File: config.mk
export PLATFORM = sky130hd
export DESIGN_NAME = mux21_rr_arbiter_flat
export DESIGN_NICKNAME = d
export VERILOG_FILES = /design/src/rtl/mux21_rr_arbiter_if.sv /design/src/rtl/mux21_rr_arbiter.sv /design/src/flat_wrapper.sv
export SDC_FILE = /design/constraint.sdc
export NUM_CORES = 1
export LEC_CHECK = 0
export ABC_AREA = 1
export CAP_MARGIN = 10
export CELL_PAD_IN_SITES_DETAIL_PLACEMENT = 1
export CELL_PAD_IN_SITES_GLOBAL_PLACEMENT = 1
export CORE_MARGIN = 3
export CORE_UTILIZATION = 44
export DETAILED_ROUTE_END_ITERATION = 10
export DONT_BUFFER_PORTS = 1
export MAX_ROUTING_LAYER = met4
export PLACE_DENSITY = 0.81
export SYNTH_ARGS = -nofsm -noshare
export SYNTH_HDL_FRONTEND = slang
export SYNTH_SLANG_ARGS = --single-unit
File: constraint.sdc
create_clock -name clk -period 2.3 [get_ports clk]
set_clock_uncertainty 0.2 [all_clocks]
set_input_delay 0.345 -clock clk [delete_from_list [all_inputs] [get_ports clk]]
set_output_delay 0.345 -clock clk [all_outputs]
set_load 0.005 [all_outputs]
File: src/rtl/mux21_rr_arbiter_if.sv
// rtl/mux21_rr_arbiter_if.sv - requester/downstream bundle for the mux21 round-robin arbiter
interface mux21_rr_arbiter_if #(
    parameter int DATA_W = 8
);
    logic              req0;
    logic [DATA_W-1:0] data0;
    logic              gnt0;
    logic              req1;
    logic [DATA_W-1:0] data1;
    logic              gnt1;
    logic              out_valid;
    logic [DATA_W-1:0] out_data;
    logic              out_ready;
    logic              sel;

    // Arbiter side: consumes requests and downstream ready, drives grants and the muxed stream.
    modport slave (
        input  req0, data0, req1, data1, out_ready,
        output gnt0, gnt1, out_valid, out_data, sel
    );

    // Environment side: requesters and downstream sink.
    modport master (
        output req0, data0, req1, data1, out_ready,
        input  gnt0, gnt1, out_valid, out_data, sel
    );
endinterface

File: src/rtl/mux21_rr_arbiter.sv
// rtl/mux21_rr_arbiter.sv - round-robin arbiter and select sequencer for the shared 2:1 mux
module mux21_rr_arbiter #(
    parameter int DATA_W   = 8,
    parameter int MAX_HOLD = 4
) (
    input  logic                 clk,
    input  logic                 rst,
    mux21_rr_arbiter_if.slave    bus
);
    localparam int              CNT_W    = $clog2(MAX_HOLD + 1);
    localparam logic [CNT_W-1:0] CNT_LAST = CNT_W'(MAX_HOLD - 1);

    typedef enum logic [1:0] {
        IDLE   = 2'd0,
        SERVE0 = 2'd1,
        SERVE1 = 2'd2
    } state_t;

    state_t             state_q, state_d;
    logic               sel_q, sel_d;
    logic               last_q, last_d;
    logic [CNT_W-1:0]   cnt_q, cnt_d;

    logic               serve0;
    logic               serve1;
    logic               burst_full;
    logic [DATA_W-1:0]  mux_data;

    assign serve0     = (state_q == SERVE0);
    assign serve1     = (state_q == SERVE1);
    // The burst quota is used up once the beat at index MAX_HOLD-1 is accepted.
    assign burst_full = (cnt_q == CNT_LAST);

    // State registers; reset makes requester 0 win the first tie (last=1).
    always_ff @(posedge clk or posedge rst) begin
        if (rst) begin
            state_q <= IDLE;
            sel_q   <= 1'b0;
            last_q  <= 1'b1;
            cnt_q   <= '0;
        end else begin
            state_q <= state_d;
            sel_q   <= sel_d;
            last_q  <= last_d;
            cnt_q   <= cnt_d;
        end
    end

    // Next-state: pick a side from IDLE, count beats, hand over on quota or on request drop.
    always_comb begin
        state_d = state_q;
        last_d  = last_q;
        cnt_d   = cnt_q;

        case (state_q)
            IDLE: begin
                cnt_d = '0;
                if (bus.req0 && bus.req1) begin
                    state_d = last_q ? SERVE0 : SERVE1;
                end else if (bus.req0) begin
                    state_d = SERVE0;
                end else if (bus.req1) begin
                    state_d = SERVE1;
                end
            end

            SERVE0: begin
                if (!bus.req0) begin
                    // Requester left: hand over (or go idle) at the cost of one bubble.
                    state_d = bus.req1 ? SERVE1 : IDLE;
                    cnt_d   = '0;
                    last_d  = 1'b0;
                end else if (bus.out_ready) begin
                    if (burst_full && bus.req1) begin
                        state_d = SERVE1;
                        cnt_d   = '0;
                        last_d  = 1'b0;
                    end else if (!burst_full) begin
                        cnt_d = cnt_q + CNT_W'(1);
                    end
                end
            end

            SERVE1: begin
                if (!bus.req1) begin
                    state_d = bus.req0 ? SERVE0 : IDLE;
                    cnt_d   = '0;
                    last_d  = 1'b1;
                end else if (bus.out_ready) begin
                    if (burst_full && bus.req0) begin
                        state_d = SERVE0;
                        cnt_d   = '0;
                        last_d  = 1'b1;
                    end else if (!burst_full) begin
                        cnt_d = cnt_q + CNT_W'(1);
                    end
                end
            end

            default: begin
                state_d = IDLE;
                cnt_d   = '0;
            end
        endcase

        // Select follows the state it will be in, so it is glitch-free out of a flop.
        sel_d = (state_d == SERVE1);
    end

    // Datapath and handshake outputs; grants are only possible when the beat is actually taken.
    always_comb begin
        mux_data      = sel_q ? bus.data1 : bus.data0;
        bus.out_data  = mux_data;
        bus.sel       = sel_q;
        bus.out_valid = (serve0 && bus.req0) || (serve1 && bus.req1);
        bus.gnt0      = serve0 && bus.req0 && bus.out_ready;
        bus.gnt1      = serve1 && bus.req1 && bus.out_ready;
    end
endmodule

File: src/flat_wrapper.sv
// flat-port wrapper written by rule: the top's interface ports become plain ports
module mux21_rr_arbiter_flat 
#(
    parameter int DATA_W   = 8,
    parameter int MAX_HOLD = 4
)
  (clk, rst, bus_req0, bus_data0, bus_req1, bus_data1, bus_out_ready, bus_gnt0, bus_gnt1, bus_out_valid, bus_out_data, bus_sel);
  mux21_rr_arbiter_if #(.DATA_W(DATA_W)) bus_i ();
  input  logic clk;
  input  logic rst;
  input wire logic [$bits(bus_i.req0)-1:0] bus_req0;
  input wire logic [$bits(bus_i.data0)-1:0] bus_data0;
  input wire logic [$bits(bus_i.req1)-1:0] bus_req1;
  input wire logic [$bits(bus_i.data1)-1:0] bus_data1;
  input wire logic [$bits(bus_i.out_ready)-1:0] bus_out_ready;
  output wire logic [$bits(bus_i.gnt0)-1:0] bus_gnt0;
  output wire logic [$bits(bus_i.gnt1)-1:0] bus_gnt1;
  output wire logic [$bits(bus_i.out_valid)-1:0] bus_out_valid;
  output wire logic [$bits(bus_i.out_data)-1:0] bus_out_data;
  output wire logic [$bits(bus_i.sel)-1:0] bus_sel;
  assign bus_i.req0 = bus_req0;
  assign bus_i.data0 = bus_data0;
  assign bus_i.req1 = bus_req1;
  assign bus_i.data1 = bus_data1;
  assign bus_i.out_ready = bus_out_ready;
  assign bus_gnt0 = bus_i.gnt0;
  assign bus_gnt1 = bus_i.gnt1;
  assign bus_out_valid = bus_i.out_valid;
  assign bus_out_data = bus_i.out_data;
  assign bus_sel = bus_i.sel;
  mux21_rr_arbiter #(.DATA_W(DATA_W), .MAX_HOLD(MAX_HOLD)) u_core (.clk(clk), .rst(rst), .bus(bus_i));
endmodule
### Yosys cells after proc, flatten, opt, wreduce, memory -nomap -nowiden

Cells that the tools add are included.
Widths: inputs -> output; s select.

| storage, ports and cells | value |
|---|---|
| flip-flop bits (word level) | 7 |
| latch bits | 0 |
| bits in writable memories | 0 |
| bits in read-only memories | 0 |
| bits of input ports | 21 |
| output and inout bits | 12 |
| word-level logic and storage cells | 54 |
| memories kept | 0 |

| cells by class | value |
|---|---|
| $add $sub $neg | 1 |
| multipliers | 0 |
| divide/modulo/power cells | 0 |
| order comparisons | 0 |
| equal/unequal tests | 8 |
| shift operators | 0 |
| multiplexer cells | 29 |
| bitwise operators | 0 |
| reduce and logical (&&, ||, !) cells | 12 |

Operator list:

| kind | count |
|---|---|
| $mux 2 | 11 |
| $mux 3 | 7 |
| $ne 3x3->1 const B | 4 |
| $mux 8 | 1 |
| $logic_and 1x1->1 | 7 |
| $mux 1 | 7 |
| $pmux 2 s3 | 1 |
| $pmux 3 s2 | 1 |
| $reduce_and 5->1 | 1 |
| $eq 2x2->1 const B | 2 |
| $add 3x1->3 const B | 1 |
| $eq 3x2->1 const B | 1 |
| $eq 2x1->1 const B | 1 |
| $logic_not 2->1 | 1 |
| $pmux 1 s2 | 1 |
| $reduce_and 2->1 | 1 |
| $reduce_bool 2->1 | 1 |
| $logic_or 1x1->1 | 1 |

### Depth between registers and ports, before layout

| depth | value |
|---|---|
| word-level depth | 7 |
| mapped depth | 9 |
| gate-level depth less buffers | 9 |

### Worst setup path before layout

No wires, ideal clock.

| timing | value |
|---|---|
| path type | reg2reg |
| start point | register u_core.state_q[0] |
| end point | register u_core.cnt_q[0] |
| library setup time | 0.071 ns |
| arrival time | 1.223 ns |
| required time | 2.029 ns |
| slack | 0.805 ns |
| stages on the path, launching flop included | 9 |
| path buffers | 0 |
| clock period less this slack | 1.495 ns |
| cell sequence | dfrtp_1 -> inv_1 -> ha_1 -> nand2_2 -> nand2_4 -> nand2_4 -> nand2_4 -> xor2_2 -> nor2_1 |

| between the ends | value |
|---|---|
| longest elaborated chain between the ends | 3 |
| elaborated cells on any way between the ends | 6 |
| those cells by class | 4 x eq/ne; 1 x mux; 1 x reduce/logical |

Ends and longest elaborated chain:

| element | line | source |
|---|---|---|
| start: declaration | mux21_rr_arbiter.sv:19 | `state_t state_q, state_d;` |
| start signal: assignment | mux21_rr_arbiter.sv:42 | `state_q <= state_d;` |
| $eq 2x2->1 / $eq 2x1->1 (equally long branches) | mux21_rr_arbiter.sv:55 | `case (state_q)` |
| $ne 3x3->1 (no line) | - |  |
| $reduce_and 2->1 (no line) | - |  |
| end signal: assignment | mux21_rr_arbiter.sv:45 | `cnt_q <= cnt_d;` |
| end: declaration | mux21_rr_arbiter.sv:22 | `logic [CNT_W-1:0] cnt_q, cnt_d;` |

Parallel ways exist; a longest one is shown, timed or not.
A chain may end at the register's enable or synchronous reset.

### Worst setup path after layout

| timing | value |
|---|---|
| start point | register u_core.state_q[0] |
| end point | output port bus_gnt1 |

| between the ends | value |
|---|---|
| longest elaborated chain between the ends | 3 |

Ends and longest elaborated chain:

| element | line | source |
|---|---|---|
| $eq 2x2->1 | mux21_rr_arbiter.sv:30 | `assign serve1 = (state_q == SERVE1);` |
| $logic_and 1x1->1 (2 in a row) | mux21_rr_arbiter.sv:117 | `bus.gnt1 = serve1 && bus.req1 && bus.out_ready;` |
| end: declaration | flat_wrapper.sv:17 | `output wire logic [$bits(bus_i.gnt1)-1:0] bus_gnt1;` |

No other way between the ends.

==> results.txt <==
----------------------------------------------------
[Cells and area]
  Share of the core filled with cells in the final layout ... 52.55%
  Area growth syn-to-layout ... 7.590%
  Highest-count cells in the layout ignoring fill and taps ... 14 x sky130_fd_sc_hd__inv_1, 13 x sky130_fd_sc_hd__nand2_1, 11 x sky130_fd_sc_hd__nor2_1, 8 x sky130_fd_sc_hd__mux2_2
  Final Instance Area ... 709.4 um^2
  Fraction of layout instances using a drive strength above 1 ... 23.60%
  Count of antenna diodes in the layout ... 0
  Final nets ... 116
  Leading cell type in the layout, fill and taps excluded ... sky130_fd_sc_hd__inv_1

[Synth]
  Share of Yosys cell area claimed by the top area cell type ... 22.77%
  Yosys reg bits ... 7
  Number of standard cells after synthesis ... 85
  Adder and majority cell fraction of the synthesized area ... 9.488%
  Total of warnings raised by yosys ... 0
  Synth cell types ... 21
  Synthesized net count ... 111
  Post-synthesis share of cell area spent on xor and xnor gates ... 2.467%
  Sequential-to-total area share from yosys stat ... 26.76%
  Post-synthesis mux area share ... 13.66%
  Syn avg cell area ... 7.757 um^2
  Area fraction in and, or, nand and nor cells after synthesis ... 31.50%
  Dominant cells by area after synthesis ... sky130_fd_sc_hd__dfrtp_1 23%, sky130_fd_sc_hd__mux2_2 14%, sky130_fd_sc_hd__ha_1 9.5%
  Largest area contributor in the netlist ... sky130_fd_sc_hd__dfrtp_1
  Complex-gate fraction of the synthesized area ... 6.831%
  Combinational family with the most area after synthesis ... simple AND/OR/NAND/NOR gates
  Cell area after technology mapping ... 659.4 um^2

[Clocking]
  Total number of clock tree sinks ... 7
  Number of H-tree levels ... 1
  Number of cells upsized or downsized after cts ... 0
  CTS root buffer ... sky130_fd_sc_hd__clkbuf_4
  CTS tree ... yes
  Clock transition at path regs ... 0.05 ns
  Number of buffers added by the clock tree synthesis step ... 3
  Max clock buf depth ... 2
  Postcts setup bufs ... 0
  Worst-skew pair later-pin latency ... 0.24 ns

[STA]
  Post-route clock period utilization ... 81.13%
  Min Hold Slack ... 0.2236 ns
  Setup TNS ... 0 ns
  Fin. max-slew vios ... 0
  Min setup slack post-route ... 0.4339 ns
  Hold Vio Cnt, Final ... 0
  Least-Margin Pin Slew ... 0.3715 ns
  RSZ-0062 raised after global routing ... false
  Min cycle time layout ... 1.866 ns
  Highest Clock Rate ... 535.9 MHz
  Rel. slew slack ... 75.24%
  Total of endpoints with negative setup slack in the final report ... 0

[Route]
  Drt drc ... 0
  DRC violation total after the first TritonRoute iteration ... 4
  Antenna-violating nets left ... 0
  Via-per-instance ratio ... 5.500
  WL final ... 1.563 mm
  Routed vias ... 572
  Routed len/inst ... 15.03 um
  Length of the first detailed-routing pass in iterations ... 2

[Worst setup path]
  Slowest stage cell on the critical path ... sky130_fd_sc_hd__dfrtp_1
  CP delay by family, top ... flip-flops
  Length in cells of the worst reg-to-reg path ... 8
  Reg2Reg Launch Point ... u_core.state_q[0]
  Highest net fanout along the worst path ... 6
  Worst EP required ... 1.75 ns
  Worst setup path end ... bus_gnt1
  Total stage count of the critical path ... 4
  Data arrival time of the critical path ... 1.32 ns
  Worst path bufs/invs ... 1
  Flop-to-flop setup slack ... 0.56 ns
  Category of the worst setup path capture point ... output port
  Worst setup startpoint ... u_core.state_q[0]
  Worst path cell trace ... inv_1 -> ha_1 -> nand2_2 -> nor2_1
  Capture instance of the worst register-to-register path ... u_core.cnt_q[0]
  Setup Crit Path Kind ... register to output port
  Critical Path Max Stage Delay ... 0.44 ns
  Type of element launching the critical path ... register

[Die]
  Die ar. ... 1999 um^2
  DIE WIDTH ... 44.71 um
  Placeable Area ... 1350 um^2
  Placement row count ... 13
  Num ports ... 33
  Initial Util ... 48.84%
  Floorplan die height ... 44.71 um

[Pwr]
  Seq pwr share ... 32.1%
  NetSw ... 0.3281 mW
  Part of the power in combinational logic ... 53.5%
  Net switching fraction of the power ... 44.41%
  Internal power component ... 0.4107 mW
  Leakage Power ... 0.3621 nW
  IR drop worst, VDD ... 0.0005585 V
  Power density relative to cell area ... 1041 nW/um^2
  Clock network fraction of total power ... 14.4%

[Global routing]
  Number of global-route vias before repair ... 548
  Overflow left after global routing ... 0
  Wire length of the first global-routing pass ... 2.366 mm
  Total GRT Usage ... 17.34%
  Antenna violations before repair ... 0
  Maximum number of pins on one net before global-route repair ... 10

[Place]
  Final estimated routing congestion in global placement ... 0.8407
  Worst setup timing slack at the placement stage ... 0.5527 ns
  Post-Place Cell Area ... 673.1 um^2
  Port-buffer cells ... 0
  HPWL after detailed placement ... 1.341 mm

[Outcome]
  Result of the run ... complete, no violations

[Min path]
  Type of the most critical hold path ... input port to register
  Critical hold path startpoint ... bus_out_ready
  Min-Delay Path Depth ... 3

[Run]
  Maximum Capacitance Violations ... 0

----------------------------------------------------
## how the worst min path moves through the flow
stage	to
after floorplan	u_core.bus.sel
after global placement	u_core.cnt_q[1]
after detailed placement	u_core.cnt_q[1]
after CTS	u_core.cnt_q[2]
after global routing	u_core.cnt_q[2]
final	u_core.cnt_q[2]
## cells by family (layout without fill, tap and decap cells)
logic type      after synthesis  in the layout
compound gates                7              7
xor+xnor                      1              1
fa+ha+maj                     5              5
buf+inv                      16             20
flops                         7              7
mux                           8              8
simple gates                 41             41
## repair_timing
action,4_1_cts,5_1_grt
endpoints found under the hold margin,7,0
setup endpoints to repair,0,0
hold buffers,1,0
## worst min-delay path: stages
cell and delay (ns):
sky130_fd_sc_hd__inv_1 0.06, sky130_fd_sc_hd__nand2_4 0.12, sky130_fd_sc_hd__a21oi_1 0.09
## flip-flops by register name, indices dropped and copies added, names as in the netlist
register / count
u_core.cnt_q: 3
u_core.state_q: 2
u_core.bus.sel: 1
u_core.last_q: 1
## cell usage after synthesis, drive strengths merged
library cell / instances
nand2: 18
inv: 14
nor2: 11
mux2: 8
nand3: 7
dfrtp: 6
ha: 5
o21ai: 5
nand4: 4
a21oi: 1
and2: 1
buf: 1
clkinv: 1
dfstp: 1
o21bai: 1
xor2: 1
## layer usage
layer | vias up | part of all wire, % | track usage, % | routed length, um
met3 | 2 | 5.6 | 2.390 | 87
met2 | 21 | 49 | 27.51 | 772
met1 | 271 | 44 | 22.06 | 690
met4 | 0 | 0.77 | 7.229 | 12
met5 | - | 0 | - | 0
li1 | 278 | - | - | -
## area by class of cell
| type | instances | area, um^2 |
|---|---|---|
| fillers | 176 | 640.6 |
| multi-input cells | 62 | 421.7 |
| flip-flops and latches | 7 | 176.4 |
| inverters | 15 | 56.30 |
| clock buffers | 4 | 26.28 |
| well taps | 15 | 18.77 |
| repair buffers | 1 | 10.01 |
## metrics by stage
| stage | power (mW) | instances |
|---|---|---|
| 2_1_floorplan | 0.5463 | 85 |
| 3_3_place_gp | 0.6181 | 99 |
| 3_5_place_dp | 0.6387 | 99 |
| 4_1_cts | 0.7535 | 104 |
| 5_1_grt | 0.8196 | 104 |
| 6_report | 0.7388 | 104 |
## power groups by stage
stage / combinational [mW] / sequential, mW / clock [mW]
after floorplan: 0.338 / 0.208 / 0
after CTS: 0.403 / 0.238 / 0.112
after global routing: 0.455 / 0.244 / 0.121
after global placement: 0.385 / 0.233 / 0
final: 0.395 / 0.237 / 0.106
after detailed placement: 0.399 / 0.240 / 0
Power figures use the tool's default switching activity.
